**src/rtl/ads1292_sample_framer.sv**
```systemverilog
// ---------------------------------------------------------------------------
// ads1292_sample_framer
//
// Output stage of the ADS1292 filter chain. It takes one filtered 24-bit Ch2
// sample over a valid/ack handshake. It wraps the sample in a 6-byte frame:
//   byte0 HEADER, byte1 seq, byte2 s[23:16], byte3 s[15:8], byte4 s[7:0], byte5 CHK
// It streams the frame byte by byte to the UART TX interface.
// CHK makes bytes 1..5 sum to zero mod 256.
// While a frame is in flight, no new sample is acked, so the filter stalls.
// When DECIMATION > 1, only one accepted sample in DECIMATION is framed. The
// others are acked and then dropped.
//
// Ports
//   i_CLK                          clock
//   i_RSTN                         asynchronous active-low reset
//   i_ADS1292_FILTERED_DATA        24-bit sample, stable while VALID is high
//   i_ADS1292_FILTERED_DATA_VALID  sample valid, held until acked
//   o_ADS1292_FILTERED_DATA_ACK    one-cycle pulse: sample taken
//   o_TX_DATA                      frame byte to UART TX
//   o_TX_DATA_VALID                o_TX_DATA valid, held until acked
//   i_TX_DATA_ACK                  UART TX took the byte
//   o_BUSY                         high whenever the FSM is not idle
// ---------------------------------------------------------------------------
module ads1292_sample_framer #(
  parameter logic [7:0]  HEADER     = 8'hA5,
  parameter int unsigned DECIMATION = 1
) (
  input  logic        i_CLK,
  input  logic        i_RSTN,
  input  logic [23:0] i_ADS1292_FILTERED_DATA,
  input  logic        i_ADS1292_FILTERED_DATA_VALID,
  output logic        o_ADS1292_FILTERED_DATA_ACK,
  output logic [7:0]  o_TX_DATA,
  output logic        o_TX_DATA_VALID,
  input  logic        i_TX_DATA_ACK,
  output logic        o_BUSY
);

  localparam logic [7:0] DEC_LAST = 8'(DECIMATION - 1);
  localparam logic [2:0] LAST_IDX = 3'd5;

  typedef enum logic [1:0] {
    ST_IDLE,
    ST_SKIP,
    ST_LOAD,
    ST_SEND
  } state_e;

  state_e      state_q, state_d;
  logic [23:0] sample_q, sample_d;
  logic [7:0]  seq_q, seq_d;
  logic [7:0]  decim_q, decim_d;
  logic [2:0]  idx_q, idx_d;
  logic [7:0]  chk_q, chk_d;
  logic        ack_q, ack_d;
  logic [7:0]  txd_q, txd_d;
  logic        txv_q, txv_d;

  // Frame bytes. Element 0 goes out first.
  logic [5:0][7:0] frame;
  logic [7:0]      sum;
  logic [2:0]      idx_nxt;

  assign frame   = {chk_q, sample_q[7:0], sample_q[15:8], sample_q[23:16], seq_q, HEADER};
  assign sum     = seq_q + sample_q[23:16] + sample_q[15:8] + sample_q[7:0];
  assign idx_nxt = idx_q + 3'd1;

  // --------------------------------------------------------------------------
  // Next-state logic
  // --------------------------------------------------------------------------
  always_comb begin
    state_d  = state_q;
    sample_d = sample_q;
    seq_d    = seq_q;
    decim_d  = decim_q;
    idx_d    = idx_q;
    chk_d    = chk_q;
    // The ack defaults low, so it can only ever be a single-cycle pulse.
    ack_d    = 1'b0;
    txd_d    = txd_q;
    txv_d    = txv_q;

    unique case (state_q)
      ST_IDLE: begin
        // Acks are issued only from here. A VALID level that is still high
        // cannot be acked twice, and nothing is acked mid-frame.
        if (i_ADS1292_FILTERED_DATA_VALID) begin
          sample_d = i_ADS1292_FILTERED_DATA;
          ack_d    = 1'b1;
          state_d  = (decim_q == 8'd0) ? ST_LOAD : ST_SKIP;
          decim_d  = (decim_q == DEC_LAST) ? 8'd0 : decim_q + 8'd1;
        end
      end

      ST_SKIP: begin
        // The sample is dropped by decimation. The sequence number is unchanged.
        state_d = ST_IDLE;
      end

      ST_LOAD: begin
        // Compute the checksum once here, so byte5 is a plain register read.
        chk_d   = 8'd0 - sum;
        txd_d   = HEADER;
        txv_d   = 1'b1;
        idx_d   = 3'd0;
        state_d = ST_SEND;
      end

      ST_SEND: begin
        if (txv_q && i_TX_DATA_ACK) begin
          if (idx_q == LAST_IDX) begin
            txv_d   = 1'b0;
            seq_d   = seq_q + 8'd1;
            state_d = ST_IDLE;
          end else begin
            // Load the next byte on the same edge, so bytes go out back to
            // back with no gap cycle.
            idx_d = idx_nxt;
            txd_d = frame[idx_nxt];
          end
        end
      end

      default: state_d = ST_IDLE;
    endcase
  end

  // --------------------------------------------------------------------------
  // State registers
  // --------------------------------------------------------------------------
  always_ff @(posedge i_CLK or negedge i_RSTN) begin
    if (!i_RSTN) begin
      state_q  <= ST_IDLE;
      sample_q <= '0;
      seq_q    <= '0;
      decim_q  <= '0;
      idx_q    <= '0;
      chk_q    <= '0;
      ack_q    <= 1'b0;
      txd_q    <= '0;
      txv_q    <= 1'b0;
    end else begin
      state_q  <= state_d;
      sample_q <= sample_d;
      seq_q    <= seq_d;
      decim_q  <= decim_d;
      idx_q    <= idx_d;
      chk_q    <= chk_d;
      ack_q    <= ack_d;
      txd_q    <= txd_d;
      txv_q    <= txv_d;
    end
  end

  assign o_ADS1292_FILTERED_DATA_ACK = ack_q;
  assign o_TX_DATA                   = txd_q;
  assign o_TX_DATA_VALID             = txv_q;
  assign o_BUSY                      = (state_q != ST_IDLE);

endmodule

```
**config.mk**
```make
export PLATFORM = sky130hd
export DESIGN_NAME = ads1292_sample_framer
export DESIGN_NICKNAME = d
export VERILOG_FILES = /design/src/rtl/ads1292_sample_framer.sv
export SDC_FILE = /design/constraint.sdc
export NUM_CORES = 1
export LEC_CHECK = 0
export ABC_AREA = 1
export BUFFER_PORTS_ARGS = -buffer_cell sky130_fd_sc_hd__buf_2
export CAP_MARGIN = 20
export CORE_AREA = 3 3 79 118
export DETAILED_ROUTE_END_ITERATION = 12
export DIE_AREA = 0 0 82 121
export HOLD_SLACK_MARGIN = 0.12
export PLACE_DENSITY = 0.66
export SETUP_SLACK_MARGIN = 0.3
export SKIP_LAST_GASP = 1
export SLEW_MARGIN = 30
export SYNTH_ARGS = -nofsm -noshare
export SYNTH_HDL_FRONTEND = slang
export SYNTH_SLANG_ARGS = --single-unit
```
**constraint.sdc**
```tcl
create_clock -name i_CLK -period 5.2 [get_ports i_CLK]
set_input_delay 0.26 -clock i_CLK [delete_from_list [all_inputs] [get_ports i_CLK]]
set_output_delay 0.26 -clock i_CLK [all_outputs]
set_load 0.005 [all_outputs]
```
==> flow_metrics.env <==
export IMPL_fin_skew_ns=0.001913
export IMPL_overflow=0
export IMPL_wire_per_inst_um=13.27
export IMPL_htree_levels=3
export IMPL_drc=0
export IMPL_grt_max_degree=64
export IMPL_cts_sinks=63
export IMPL_vias=2855
export IMPL_critPathCaptureType="flip-flop"
export IMPL_synthArstFlopShare=1.000
export IMPL_layout_nets=536
export IMPL_place_gp_congestion=0.8562
export IMPL_io_buffers=38
export IMPL_worstPathArrival_ns=3.37
export IMPL_clk_latency_ns=0.33
export IMPL_cts_tree="done"
export IMPL_final_hold_viol_count=0
export IMPL_syn_inst=436
export IMPL_antenna_found_initial=0
export IMPL_yosysWarnings=0
export IMPL_finalCritPeriodShare=0.6084
export IMPL_report_final_slew_viol_count=0
export IMPL_start_util=0.4447
export IMPL_fin_crit_ns=3.164
export IMPL_hpwlAfterDp_um=5835
export IMPL_path_class="reg2reg"
export IMPL_fp_coreArea_sq_um=8413
export IMPL_clk_path_buf_depth=2
export IMPL_drv_max_cap_violation_count=0
export IMPL_syn_nets=495
export IMPL_hold_path_class="in2async"
export IMPL_status="finished clean"
export IMPL_die_width_um=82
export IMPL_drive_above_1_share=0.1559
export IMPL_netlist_area_sq_um=3741
export IMPL_yosysSeqAreaShare=0.4214
export IMPL_tns_ns=0
export IMPL_cts_setup_buffers=0
export IMPL_nFillCells=826
export IMPL_path_max_fanout=3
export IMPL_post_drt_via_cell_ratio=4.855
export IMPL_max_freq_ghz=0.3161
export IMPL_antenna_cells=0
export IMPL_grt_pass1_wl_um=13080
export IMPL_cts_hold_buffers=0
export IMPL_dr_pass1_iters=4
export IMPL_max_slew_margin_rel=0.3704
export IMPL_worst_setup_path_start_kind="flip-flop"
export IMPL_cts_root_buf="clkbuf_16"
export IMPL_ctsResizeCount=0
export IMPL_rsz0062_at_grt="false"
export IMPL_track_usage=0.1782
export IMPL_ys_seq_elements=63
export IMPL_cts_buffers=9
export IMPL_cp_required_ns=5.40
export IMPL_synthToLayoutAreaGrowth_pct=15.72
export IMPL_die_area_sq_um=9922
export IMPL_std_cell_rows=41
export IMPL_synth_top_flop_cell="dfrtp_1"
export IMPL_path_clk_slew_ns=0.05
export IMPL_wl_um=7803
export IMPL_grt_pass1_vias=2827
export IMPL_synth_cell_types=30
export IMPL_drtIter0Drc=174
export IMPL_setup_viol=0
export IMPL_ios=39
export IMPL_synth_edff_count=0
export IMPL_final_antenna_net_count=0
export IMPL_die_h_um=121
export IMPL_avgSynthCellArea_sq_um=8.580
export IMPL_worstMarginPinSlew_ns=0.9444
[worst max-delay path: stages, from the launching register on]
cell and delay [ns]:
dfrtp_1 0.34, inv_1 0.07, fa_1 0.41, inv_1 0.08
fa_1 0.43, fa_1 0.51, inv_1 0.04, ha_1 0.23
fa_1 0.39, nand2_1 0.09, nand2_1 0.06, a21oi_1 0.15
xor2_1 0.16, o21ai_0 0.08
[flip-flops by register name, summed over array words and instances, names as in the netlist]
register and flops:
o_ADS1292_FILTERED_DATA_ACK 1, o_TX_DATA_VALID 1, seq_q 8, chk_q 8, state_q 2, decim_q 8, sample_q 24, o_TX_DATA 8
idx_q 3
[cells in the final DEF (no fill, tap or decap), types with 12 or more instances in the layout]
cell | synthesis | final
nand2_1 | 110 | 110
nand3_1 | 15 | 15
ha_1 | 17 | 17
xor2_1 | 12 | 12
o21ai_0 | 55 | 55
fa_1 | 14 | 14
dfrtp_1 | 63 | 63
nor2_1 | 16 | 16
inv_1 | 77 | 77
buf_2 | 6 | 38
[routing by layer]
metal / share of wire / global-route usage / vias up
met5: 0 / 0 / -
met4: 0.022 / 0.08420 / 0
met3: 0.035 / 0.04829 / 13
met2: 0.51 / 0.2885 / 38
met1: 0.43 / 0.2160 / 1360
li1: - / - / 1444
[final cells by class]
class	count	area [sq um]	share of cell area
clock inverters	4	45.04	0.01040
clock buffers	11	252.7	0.05838
well taps	107	133.9	0.03092
repair buffers	39	197.7	0.04566
inverters	79	296.5	0.06850
flip-flops and latches	63	1577	0.3642
multi-input cells	285	1827	0.4220
[metrics by stage]
stage	util	cells	hold slack [ns]	cell area, sq um	worst slack [ns]
6_report	0.5146	588	0.1042	4329	2.036
2_1_floorplan	-	436	-0.03559	3741	2.201
4_1_cts	0.5146	588	0.1245	4329	2.031
3_5_place_dp	0.4792	573	0.4651	4031	2.049
3_3_place_gp	0.4792	573	0.4598	4031	2.102
5_1_grt	0.5146	588	0.1397	4329	1.848
[worst paths after layout]
| path | startpoint | slack (ns) | endpoint | depth (start not counted) |
|---|---|---|---|---|
| max reg2reg | sample_q[9]$_DFFE_PN0P_ | 2.04 | chk_q[6]$_DFFE_PN0P_ | 13 |
| min | i_RSTN | 0.10 | sample_q[13]$_DFFE_PN0P_ | 2 |
| min in group i_CLK | i_ADS1292_FILTERED_DATA[0] | 0.13 | sample_q[0]$_DFFE_PN0P_ | 3 |
| min reg2reg | o_TX_DATA[3]$_DFFE_PN0P_ | 0.47 | o_TX_DATA[3]$_DFFE_PN0P_ | 2 |
| max in group asynchronous | i_RSTN | 4.56 | decim_q[5]$_DFFE_PN0P_ | 2 |
| max | sample_q[9]$_DFFE_PN0P_ | 2.04 | chk_q[6]$_DFFE_PN0P_ | 13 |
[cells in the mapped netlist (3+ instances only)]
cell type,count,area [sq um]
a21oi_1,6,30.03
buf_2,6,30.03
clkbuf_1,3,11.26
dfrtp_1,63,1577
fa_1,14,280.3
ha_1,17,212.7
inv_1,77,289.0
mux2i_1,4,40.04
nand2_1,110,412.9
nand2_4,4,45.04
nand3_1,15,75.07
nand4_1,4,25.02
nor2_1,16,60.06
o21ai_0,55,275.3
o221ai_1,4,35.03
or2_2,3,18.77
xor2_1,12,105.1
[cell families after synthesis]
group	count (synthesis)	synth area share
and+or+nand+nor	166	0.2080
buffers and inverters	88	0.09030
AOI/OAI and AO/OA	69	0.09766
DFF	63	0.4214
adders and majority gates	31	0.1318
xor gates and xnor gates	15	0.04014
muxes	4	0.01070
Power is not shown: default switching activity piles up to over one toggle a cycle in this logic, so the estimate is an artifact.
